### src/rtl/wiener_mac_engine_pkg.sv
// Shared definitions for the Wiener decoder MAC engine: FSM encoding,
// derived address widths and the result packing slice offsets.
package wiener_mac_engine_pkg;

    typedef enum logic [3:0] {
        S_INIT,
        S_START,
        S_READ_DATA,
        S_WAIT_READ,
        S_MULT_CAL,
        S_WAIT_CAL,
        S_ADD_CAL,
        S_DET,
        S_FINISH
    } state_e;

    // Rows 0-1 keep the low half of the sum, rows 2-3 a window shifted up a byte.
    localparam int LO_SLICE_OFS = 0;
    localparam int HI_SLICE_OFS = 8;

    function automatic int addr_wid(input int col_num, input int row_num);
        return $clog2(col_num * row_num) + 1;
    endfunction

    function automatic int col_w(input int col_num);
        return $clog2(col_num) + 1;
    endfunction

endpackage

### src/rtl/wiener_mac_engine_mult.sv
// Pipelined signed multiplier: input register, one product stage, output
// register, so a result appears three cycles after its operands.
module pmi_mult #(
    parameter int W = 16
) (
    input  logic                  clk,
    input  logic                  rst,
    input  logic signed [W-1:0]   a_i,
    input  logic signed [W-1:0]   b_i,
    output logic signed [2*W-1:0] p_o
);
    logic signed [W-1:0]   a_q, b_q;
    logic signed [2*W-1:0] p1_q;

    always_ff @(posedge clk or posedge rst) begin
        if (rst) begin
            a_q  <= '0;
            b_q  <= '0;
            p1_q <= '0;
            p_o  <= '0;
        end else begin
            a_q  <= a_i;
            b_q  <= b_i;
            p1_q <= a_q * b_q;
            p_o  <= p1_q;
        end
    end

endmodule

### src/rtl/wiener_mac_engine_ram.sv
// Generic simple dual-port RAM with registered address and registered output
// (2-cycle read latency); read-during-write returns the old word.
module pmi_ram_dp #(
    parameter int    DW        = 8,
    parameter int    DEPTH     = 256,
    parameter int    AW        = 9,
    parameter string INIT_FILE = ""
) (
    input  logic          clk,
    input  logic          rst,
    input  logic          wr_en_i,
    input  logic [AW-1:0] wr_addr_i,
    input  logic [DW-1:0] wr_data_i,
    input  logic [AW-1:0] rd_addr_i,
    output logic [DW-1:0] rd_data_o
);
    localparam int IW = $clog2(DEPTH);

    logic [DW-1:0] mem_q [DEPTH];
    logic [AW-1:0] rd_addr_q;

    // Contents are deliberately outside the reset domain.
    always_ff @(posedge clk) begin
        if (wr_en_i && (int'(wr_addr_i) < DEPTH))
            mem_q[wr_addr_i[IW-1:0]] <= wr_data_i;
    end

    always_ff @(posedge clk or posedge rst) begin
        if (rst) begin
            rd_addr_q <= '0;
            rd_data_o <= '0;
        end else begin
            rd_addr_q <= rd_addr_i;
            rd_data_o <= (int'(rd_addr_q) < DEPTH) ? mem_q[rd_addr_q[IW-1:0]] : '0;
        end
    end

endmodule

### src/rtl/wiener_mac_engine.sv
// Matrix-vector MAC for the Wiener decoder: up to four rows of signed 8-bit
// weights dotted with a shared 16-bit feature vector, packed into one word.
module wiener_mac_engine
    import wiener_mac_engine_pkg::*;
#(
    parameter int    WIDTH     = 16,
    parameter int    COL_NUM   = 128,
    parameter int    ROW_NUM   = 2,
    parameter string INIT_FILE = "",
    localparam int   ADDR_WID  = addr_wid(COL_NUM, ROW_NUM),
    localparam int   COL_W     = col_w(COL_NUM)
) (
    input  logic                  clk,
    input  logic                  rst,
    input  logic                  start,
    input  logic [ADDR_WID-1:0]   wr_addr,
    input  logic                  ram_wr_en,
    input  logic [WIDTH-1:0]      ram_data_in,
    input  logic                  rd_para,
    input  logic [1:0]            rd_bank,
    input  logic [7:0]            rd_wiener,
    input  logic [COL_W-1:0]      wr_data_addr,
    input  logic                  ram_wr_data_en,
    input  logic [WIDTH-1:0]      ram_data_wr_in,
    output logic [2*WIDTH-1:0]    DSP_ADD_DATA_o,
    output logic [4*WIDTH-1:0]    Wiener_data,
    output logic                  Wiener_data_v,
    output logic                  finish_cal_o,
    output logic [WIDTH/2-1:0]    ram_data_out_o,
    output logic                  data_wr_v_o
);
    localparam int HW = WIDTH / 2;

    state_e                     state_q;
    logic [COL_W-1:0]           col_cnt_q;
    logic [1:0]                 row_cnt_q;
    logic [2*WIDTH-1:0]         acc_q;
    logic [2:0]                 vld_pipe_q;
    logic [4*WIDTH-1:0]         wiener_q;
    logic                       wiener_v_q, finish_q, data_wr_v_q;

    logic [ADDR_WID-1:0]        comp_addr, w_rd_addr;
    logic [HW-1:0]              w_rd;
    logic [WIDTH-1:0]           d_rd, slot_val;
    logic signed [WIDTH-1:0]    w_ext;
    logic signed [2*WIDTH-1:0]  prod;
    logic                       unused_bits;

    assign unused_bits = ^{ram_data_in[WIDTH-1:HW], rd_wiener[7:6]};

    assign comp_addr = ADDR_WID'(row_cnt_q) * ADDR_WID'(COL_NUM) + ADDR_WID'(col_cnt_q);
    // Debug readback only steals the port while the engine is idle.
    assign w_rd_addr = (state_q == S_INIT && rd_para)
                     ? ADDR_WID'({rd_bank, rd_wiener[5:0]}) : comp_addr;

    pmi_ram_dp #(.DW(HW), .DEPTH(COL_NUM*ROW_NUM), .AW(ADDR_WID), .INIT_FILE(INIT_FILE)) u_wram (
        .clk       (clk),
        .rst       (rst),
        .wr_en_i   (ram_wr_en),
        .wr_addr_i (wr_addr),
        .wr_data_i (ram_data_in[HW-1:0]),
        .rd_addr_i (w_rd_addr),
        .rd_data_o (w_rd)
    );

    pmi_ram_dp #(.DW(WIDTH), .DEPTH(COL_NUM), .AW(COL_W), .INIT_FILE("")) u_dram (
        .clk       (clk),
        .rst       (rst),
        .wr_en_i   (ram_wr_data_en),
        .wr_addr_i (wr_data_addr),
        .wr_data_i (ram_data_wr_in),
        .rd_addr_i (col_cnt_q),
        .rd_data_o (d_rd)
    );

    assign w_ext = {{(WIDTH-HW){w_rd[HW-1]}}, w_rd};

    pmi_mult #(.W(WIDTH)) u_mult (
        .clk (clk),
        .rst (rst),
        .a_i (w_ext),
        .b_i ($signed(d_rd)),
        .p_o (prod)
    );

    assign slot_val = row_cnt_q[1] ? acc_q[HI_SLICE_OFS +: WIDTH] : acc_q[LO_SLICE_OFS +: WIDTH];

    always_ff @(posedge clk or posedge rst) begin
        if (rst) begin
            state_q     <= S_INIT;
            col_cnt_q   <= '0;
            row_cnt_q   <= '0;
            acc_q       <= '0;
            vld_pipe_q  <= '0;
            wiener_q    <= '0;
            wiener_v_q  <= 1'b0;
            finish_q    <= 1'b0;
            data_wr_v_q <= 1'b0;
        end else begin
            // Operands reach the multiplier in MULT_CAL; bit 2 marks the result landing.
            vld_pipe_q <= {vld_pipe_q[1:0], state_q == S_WAIT_READ};
            wiener_v_q <= 1'b0;
            case (state_q)
                S_INIT: begin
                    col_cnt_q <= '0;
                    row_cnt_q <= '0;
                    acc_q     <= '0;
                    if (start) state_q <= S_START;
                end
                S_START:     state_q <= S_READ_DATA;
                S_READ_DATA: state_q <= S_WAIT_READ;
                S_WAIT_READ: state_q <= S_MULT_CAL;
                S_MULT_CAL:  state_q <= S_WAIT_CAL;
                S_WAIT_CAL:  if (vld_pipe_q[2]) state_q <= S_ADD_CAL;
                S_ADD_CAL: begin
                    acc_q <= acc_q + prod;
                    if (col_cnt_q < COL_W'(COL_NUM - 1)) begin
                        col_cnt_q <= col_cnt_q + 1'b1;
                        state_q   <= S_START;
                    end else begin
                        col_cnt_q   <= '0;
                        data_wr_v_q <= 1'b1;
                        state_q     <= S_DET;
                    end
                end
                S_DET: begin
                    acc_q       <= '0;
                    data_wr_v_q <= 1'b0;
                    wiener_q[int'(row_cnt_q)*WIDTH +: WIDTH] <= slot_val;
                    if (row_cnt_q < 2'(ROW_NUM - 1)) begin
                        row_cnt_q <= row_cnt_q + 1'b1;
                        state_q   <= S_START;
                    end else begin
                        row_cnt_q  <= '0;
                        finish_q   <= 1'b1;
                        wiener_v_q <= 1'b1;
                        state_q    <= S_FINISH;
                    end
                end
                S_FINISH: begin
                    finish_q <= 1'b0;
                    state_q  <= S_INIT;
                end
                default: state_q <= S_INIT;
            endcase
        end
    end

    assign DSP_ADD_DATA_o = acc_q;
    assign Wiener_data    = wiener_q;
    assign Wiener_data_v  = wiener_v_q;
    assign finish_cal_o   = finish_q;
    assign data_wr_v_o    = data_wr_v_q;
    assign ram_data_out_o = w_rd;

endmodule

### config.mk
export PLATFORM = sky130hd
export DESIGN_NAME = wiener_mac_engine
export DESIGN_NICKNAME = d
export VERILOG_FILES = /design/src/rtl/wiener_mac_engine_pkg.sv /design/src/rtl/wiener_mac_engine_mult.sv /design/src/rtl/wiener_mac_engine_ram.sv /design/src/rtl/wiener_mac_engine.sv
export SDC_FILE = /design/constraint.sdc
export NUM_CORES = 2
export LEC_CHECK = 0
export BUFFER_PORTS_ARGS = -buffer_cell sky130_fd_sc_hd__clkbuf_2
export CORE_MARGIN = 2
export CORE_UTILIZATION = 55
export DETAILED_ROUTE_END_ITERATION = 8
export PLACE_DENSITY = 0.7
export SLEW_MARGIN = 10
export SYNTH_ARGS = -nofsm -noshare
export SYNTH_HDL_FRONTEND = slang
export SYNTH_HIERARCHICAL = 1
export SYNTH_SLANG_ARGS = --single-unit
### constraint.sdc
create_clock -name clk -period 7.8 [get_ports clk]
set_input_delay 0.39 -clock clk [delete_from_list [all_inputs] [get_ports clk]]
set_output_delay 0.39 -clock clk [all_outputs]
set_load 0.05 [all_outputs]
Word-level counts from Yosys, hierarchy flattened
Memory sizes are Yosys's and may differ from the RTL's.
Index checks and enable logic that the tools add are counted.
{"block": "totals", "ff_bits": 245, "latch_bits": 0, "ramBits": 4096, "mem_bits_ro": 0, "in_bits": 65, "out_inout_bits": 107, "wordCells": 83, "memories": 2}
{"memory": "u_dram.mem_q", "depth": 128, "word_bits": 16, "rd": 1, "rd_ports_with_merged_regs": 0, "wr": 1, "line_no": "wiener_mac_engine_ram.sv:19", "text": "logic [DW-1:0] mem_q [DEPTH];"}
{"memory": "u_wram.mem_q", "depth": 256, "word_bits": 8, "rd": 1, "rd_ports_with_merged_regs": 0, "wr": 1, "line_no": "wiener_mac_engine_ram.sv:19"}
{"block": "classes", "addsub": 5, "mul": 1, "div_mod_pow": 0, "magnitude_cmp": 6, "n_eq_ne": 12, "shifts": 2, "mux": 25, "n_bitwise": 0, "reduce_logical": 13}
{"cell": "64-bit bitwise mux", "count": 1}
{"cell": "32-bit case mux with 2 select lines", "count": 1}
{"cell": "16-bit by 33-bit variable shift with 64-bit output, first input constant", "count": 1}
{"cell": "16-bit by 33-bit indexed part select with 64-bit output", "count": 1}
{"cell": "6-bit negation with 33-bit output", "count": 1}
{"cell": "32-bit adder", "count": 1}
{"cell": "16-bit 2-to-1 mux", "count": 2}
{"cell": "4-bit case mux with 8 select lines", "count": 1}
{"cell": "8-bit by 16-bit multiplier with 24-bit output", "count": 1}
{"cell": "9-bit < comparator, second input constant", "count": 2}
{"cell": "4-bit by 3-bit == test with 1-bit output, second input constant", "count": 4}
{"cell": "8-bit < comparator, second input constant", "count": 2}
{"cell": "8-bit 2-to-1 mux", "count": 2}
{"cell": "8-bit case mux with 2 select lines", "count": 1}
{"cell": "4-bit 2-to-1 mux", "count": 3}
{"cell": "2-bit nonzero test", "count": 5}
{"cell": "9-bit by 8-bit adder with 9-bit output", "count": 1}
{"cell": "9-bit 2-to-1 mux", "count": 1}
{"cell": "8-bit by 1-bit adder with 8-bit output, second input constant", "count": 1}
{"cell": "4-bit by 2-bit == test with 1-bit output, second input constant", "count": 2}
{"cell": "8-bit by 7-bit < comparator with 1-bit output, second input constant", "count": 1}
{"cell": "1-bit 2-to-1 mux", "count": 8}
{"cell": "2-bit inequality test, second input constant", "count": 4}
{"cell": "2-bit AND reduction", "count": 3}
{"cell": "other kinds (11)", "count": 14}

Longest topological paths before layout
{"block": "logic_depth", "ltp_word": 4, "mapped_depth": 23, "depth_no_buf": 22}

Cells and area by module
Netlist, hierarchy kept.
{"module": "pmi_ram_dp (u_wram)", "instances": 1, "cells_per_inst": 3889, "area_per_inst_um2": 80489.7, "seq_area_each_um2": 61924.4}
{"module": "pmi_ram_dp (u_dram)", "instances": 1, "cells_per_inst": 3993, "area_per_inst_um2": 80305.8, "seq_area_each_um2": 62099.6}
{"module": "pmi_mult", "instances": 1, "cells_per_inst": 1230, "area_per_inst_um2": 12398.1, "seq_area_each_um2": 2402.3}
{"module": "wiener_mac_engine", "instances": 1, "cells_per_inst": 681, "area_per_inst_um2": 6326.1, "seq_area_each_um2": 2902.8}

Least setup slack after synthesis
No wires, ideal clock.
{"block": "synth_timing", "path_type": "flip-flop to flip-flop", "startpoint": "register, netlist name u_mult/a_q[15]", "endpoint": "register u_mult.p1_q[31]", "setup_ns": 0.080, "arrival_ns": 6.070, "required_time_ns": 7.720, "path_slack_ns": 1.650, "path_stages_with_launch": 20, "path_buffers": 1, "synth_period_minus_slack_ns": 6.150, "cell_sequence": "dfrtp_1 > clkbuf_1 > nand2_1 > fa_1 > inv_1 > fa_1 > fa_1 > fa_1 > fa_1 > inv_1 > fa_1 > inv_1 > ha_1 > and3_1 > and3_1 > a211o_1 > or4_1 > nand4_1 > and3_1 > xnor2_1"}
{"block": "synth_via", "elab_chain_cells": 1}
{"item": "8-bit by 16-bit multiplier with 24-bit output", "line_no": "wiener_mac_engine_mult.sv:24", "text": "p1_q <= a_q * b_q;"}
{"item": "end signal: assignment", "line_no": "wiener_mac_engine_mult.sv:24"}
{"item": "end: declaration", "line_no": "wiener_mac_engine_mult.sv:13", "text": "logic signed [2*W-1:0] p1_q;"}
No other way between the ends.
A chain may end at the register's enable or synchronous reset.

Worst setup path in the final report
{"block": "layout_timing", "startpoint": "register u_mult.b_q[5]", "endpoint": "register u_mult.p1_q[31]"}
{"block": "layout_via", "elab_chain_cells": 1}
{"item": "start: declaration", "line_no": "wiener_mac_engine_mult.sv:12", "text": "logic signed [W-1:0] a_q, b_q;"}
{"item": "start signal: assignment", "line_no": "wiener_mac_engine_mult.sv:23", "text": "b_q <= b_i;"}
{"item": "8-bit by 16-bit multiplier with 24-bit output", "line_no": "wiener_mac_engine_mult.sv:24"}
No other way between the ends.

==> results.sh <==
export IMPL_antenna_found_initial=33
export IMPL_area_growth_pct=10.9
export IMPL_finalCritPeriodShare=0.864
export IMPL_cts_buffers=423
export IMPL_rsz0062_at_grt="false"
export IMPL_min_path_cells=1
export IMPL_grt_pass1_vias=94428
export IMPL_final_cell_mix="edfxtp_1 (4096), mux4_2 (704), mux2i_1 (680)"
export IMPL_min_from="ram_data_in[7]"
export IMPL_clkLatencyLatePin_ps=980
export IMPL_cpMostUsedCell="fa_1"
export IMPL_layout_drive_gt1_share=0.178
export IMPL_cts_repair_resized=0
export IMPL_drc=0
export IMPL_dp_hpwl_um=281000
export IMPL_hold_path_class="primary input to register"
export IMPL_cp_slowest_cell="fa_1"
export IMPL_drt_total_wl_um=455000
export IMPL_rows=209
export IMPL_nFillCells=22462
export IMPL_yosysTopAreaCell="edfxtp_1"
export IMPL_r2r_start="u_mult/b_q[5]$_DFF_PP0_"
export IMPL_htreeDepth=5
export IMPL_num_vias=95440
export IMPL_overflow=0
export IMPL_startpoint="u_mult/b_q[5]$_DFF_PP0_"
export IMPL_port_buffers=161
export IMPL_ios=172
export IMPL_synth_top_cell_area_share=0.685
export IMPL_cts_num_sinks=4349
export IMPL_ant_nets=0
export IMPL_synth_area_leaders="edfxtp_1 (69%), mux4_2 (8.8%), mux2i_1 (3.8%)"
export IMPL_vias_per_cell=6.44
export IMPL_synth_flop_cell="edfxtp_1"
export IMPL_status="complete, no violations"
export IMPL_syn_nets=10241
export IMPL_timing_final_crit_period_ps=6740
export IMPL_maxCapViolCount=0
export IMPL_ys_types=92
export IMPL_slew_viol_final=0
export IMPL_critical_path_class="register to register"
export IMPL_worst_ep_arrival_time_ps=7570
export IMPL_root_buffer="clkbuf_16"
export IMPL_dieArea_um2=331000
export IMPL_synth_cell_area_um2=180000
export IMPL_ys_async_sr_fraction=0.0582
export IMPL_synth_warnings=6
export IMPL_worstSetupStartpointType="register"
export IMPL_die_y_um=575
export IMPL_fmax_ghz=0.148
export IMPL_hold_end="u_wram/mem_q[238][7]$_DFFE_PP_"
export IMPL_fp_dieW_um=575
export IMPL_gp_congestion=0.938
export IMPL_final_common_cell="edfxtp_1"
export IMPL_worst_pin_slew_ps=1380
export IMPL_syn_avg_cell_area_um2=18.3
export IMPL_fin_worst_skew_ps=58.3
export IMPL_setup_viol_count_final=0
export IMPL_crit_required_ps=8630
export IMPL_drtIter0Drc=12819
export IMPL_critPathMaxStageDelay_ps=960
export IMPL_nNetsFinal=10580
export IMPL_synth_edff_count=4096
export IMPL_worstRegToRegCells=18
export IMPL_relSlewSlack=0.0682
export IMPL_ys_seq_area_frac=0.720
export IMPL_hold_viol_final=0
export IMPL_cp_end_kind="register"
export IMPL_cp_max_fo=16
export IMPL_grt_max_degree=167
export IMPL_drt_wirelength_per_cell_um=30.7
export IMPL_core_area_um2=325000
export IMPL_grtUsageTotal=0.272
export IMPL_clockBufferDepth=4
export IMPL_synth_cells=9793
export IMPL_firstDrtPassIters=5
export IMPL_clkTransAtPathRegs_ps=60
export IMPL_fin_tns_setup_ps=0
export IMPL_synth_seq_cells=4349
export IMPL_crit_family="adder cells"
export IMPL_grt_pass1_wl_um=657000
export IMPL_critPathBufInv=3
export IMPL_rrSetupSlack_ps=1060
export IMPL_initial_utilization=0.553
export IMPL_tritoncts="yes"
export IMPL_crit_chain="nand2_1, fa_1, inv_1, fa_1, fa_1, fa_1, fa_1, inv_1, fa_1, inv_1, ha_1, and3_1, and3_1, a211o_1, or4_1, nand4_1, and3_1, xnor2_1"
export IMPL_r2r_end="u_mult/p1_q[31]$_DFF_PP0_"
[kinds of logic (layout without fill, tap and decap cells)]
kind of cell               count (synthesis)  in the layout  share of synthesized area
AOI/OAI and AO/OA                       1084           1084                     0.0407
xor gates and xnor gates                  56             56                    0.00273
adders and majority gates                383            383                     0.0377
buffers and inverters                    887           1576                     0.0248
DFF                                     4349           4349                      0.720
muxes                                   1460           1460                      0.133
other                                      0             11                          0
and+or+nand+nor                         1574           1574                     0.0402
[synth_stat cells, drive strengths merged (13+ instances only)]
master and instances:
a2111oi 17, a211oi 21, a21o 24, a21oi 163
a221oi 34, a22o 14, a22oi 243, a31oi 51
and2 143, and3 32, buf 269, clkbuf 260
dfrtp 253, edfxtp 4096, fa 263, ha 120
inv 354, mux2 47, mux2i 680, mux4 733
nand2 440, nand2b 16, nand3 157, nand4 58
nor2 546, nor2b 34, nor3 53, nor4 34
o211ai 17, o21ai 228, o221ai 88, o22ai 84
o31ai 25, or3 13, xnor2 34, xor2 22
[per-stage QoR]
stage          hold slack, ps  setup WS (ps)  cells  cell area (µm²)   util
6_report                 13.8           1060  14818           199000  0.614
5_1_grt                  50.9            684  14812           199000  0.614
4_1_cts                  18.9           1050  14806           199000  0.613
3_5_place_dp              335           1000  14007           185000  0.570
3_3_place_gp              331           1160  14007           185000  0.570
2_1_floorplan             316           1650   9793           180000      -
[worst register-to-register path, cell delays in order, from the launching register on]
cell and delay [ps]:
dfrtp_1 690, nand2_1 230, fa_1 600, inv_1 80, fa_1 960, fa_1 550, fa_1 480, fa_1 550
inv_1 60, fa_1 520, inv_1 40, ha_1 360, and3_1 200, and3_1 190, a211o_1 320, or4_1 460
nand4_1 110, and3_1 160, xnor2_1 60
[registers in the layout, summed over array words and instances, names as in the netlist, 9 cells and up]
signal            count
Wiener_data          64
u_wram/rd_addr_q      9
u_mult/p_o           32
u_dram/rd_data_o     16
u_wram/mem_q       2048
u_mult/a_q           16
u_dram/mem_q       2048
DSP_ADD_DATA_o       32
u_mult/p1_q          32
u_mult/b_q           16
[area by class of cell]
class / instances / area [µm²] / share of cell area
Sequential cell: 4349 / 129000 / 0.650
Multi-Input combinational cell: 4557 / 45900 / 0.230
Tap cell: 4325 / 5410 / 0.0272
Timing Repair Buffer: 444 / 3350 / 0.0168
Clock buffer: 536 / 11400 / 0.0573
Clock inverter: 239 / 2330 / 0.0117
Antenna cell: 11 / 27.5 / 0.000138
Inverter: 357 / 1350 / 0.00677
[how the worst max path moves through the flow]
stage | slack, ps | cells after the start | to
finish | 1060 | 18 | u_mult/p1_q[31]$_DFF_PP0_
global route | 680 | 18 | u_mult/p1_q[31]$_DFF_PP0_
CTS | 1050 | 18 | u_mult/p1_q[31]$_DFF_PP0_
detailed placement | 1000 | 18 | u_mult/p1_q[31]$_DFF_PP0_
global placement | 1160 | 18 | u_mult/p1_q[31]$_DFF_PP0_
floorplan | 1650 | 19 | u_mult/p1_q[31]$_DFF_PP0_
[timing repair]
item | in CTS | in global routing
setup buffers | 0 | 0
hold buffers | 24 | 0
endpoints found under the hold margin | 582 | 0
[per-layer routing]
| metal | vias up | global-route usage | routed length, µm |
|---|---|---|---|
| met5 | - | 0 | 81 |
| met4 | 12 | 0.102 | 18500 |
| met3 | 896 | 0.0579 | 47800 |
| met2 | 5207 | 0.425 | 214000 |
| met1 | 49885 | 0.382 | 175000 |
| li1 | 39440 | - | - |
Power is left out: the tool's default activity adds up to more than one toggle a clock period on the data nets, which glitch-free logic cannot reach.
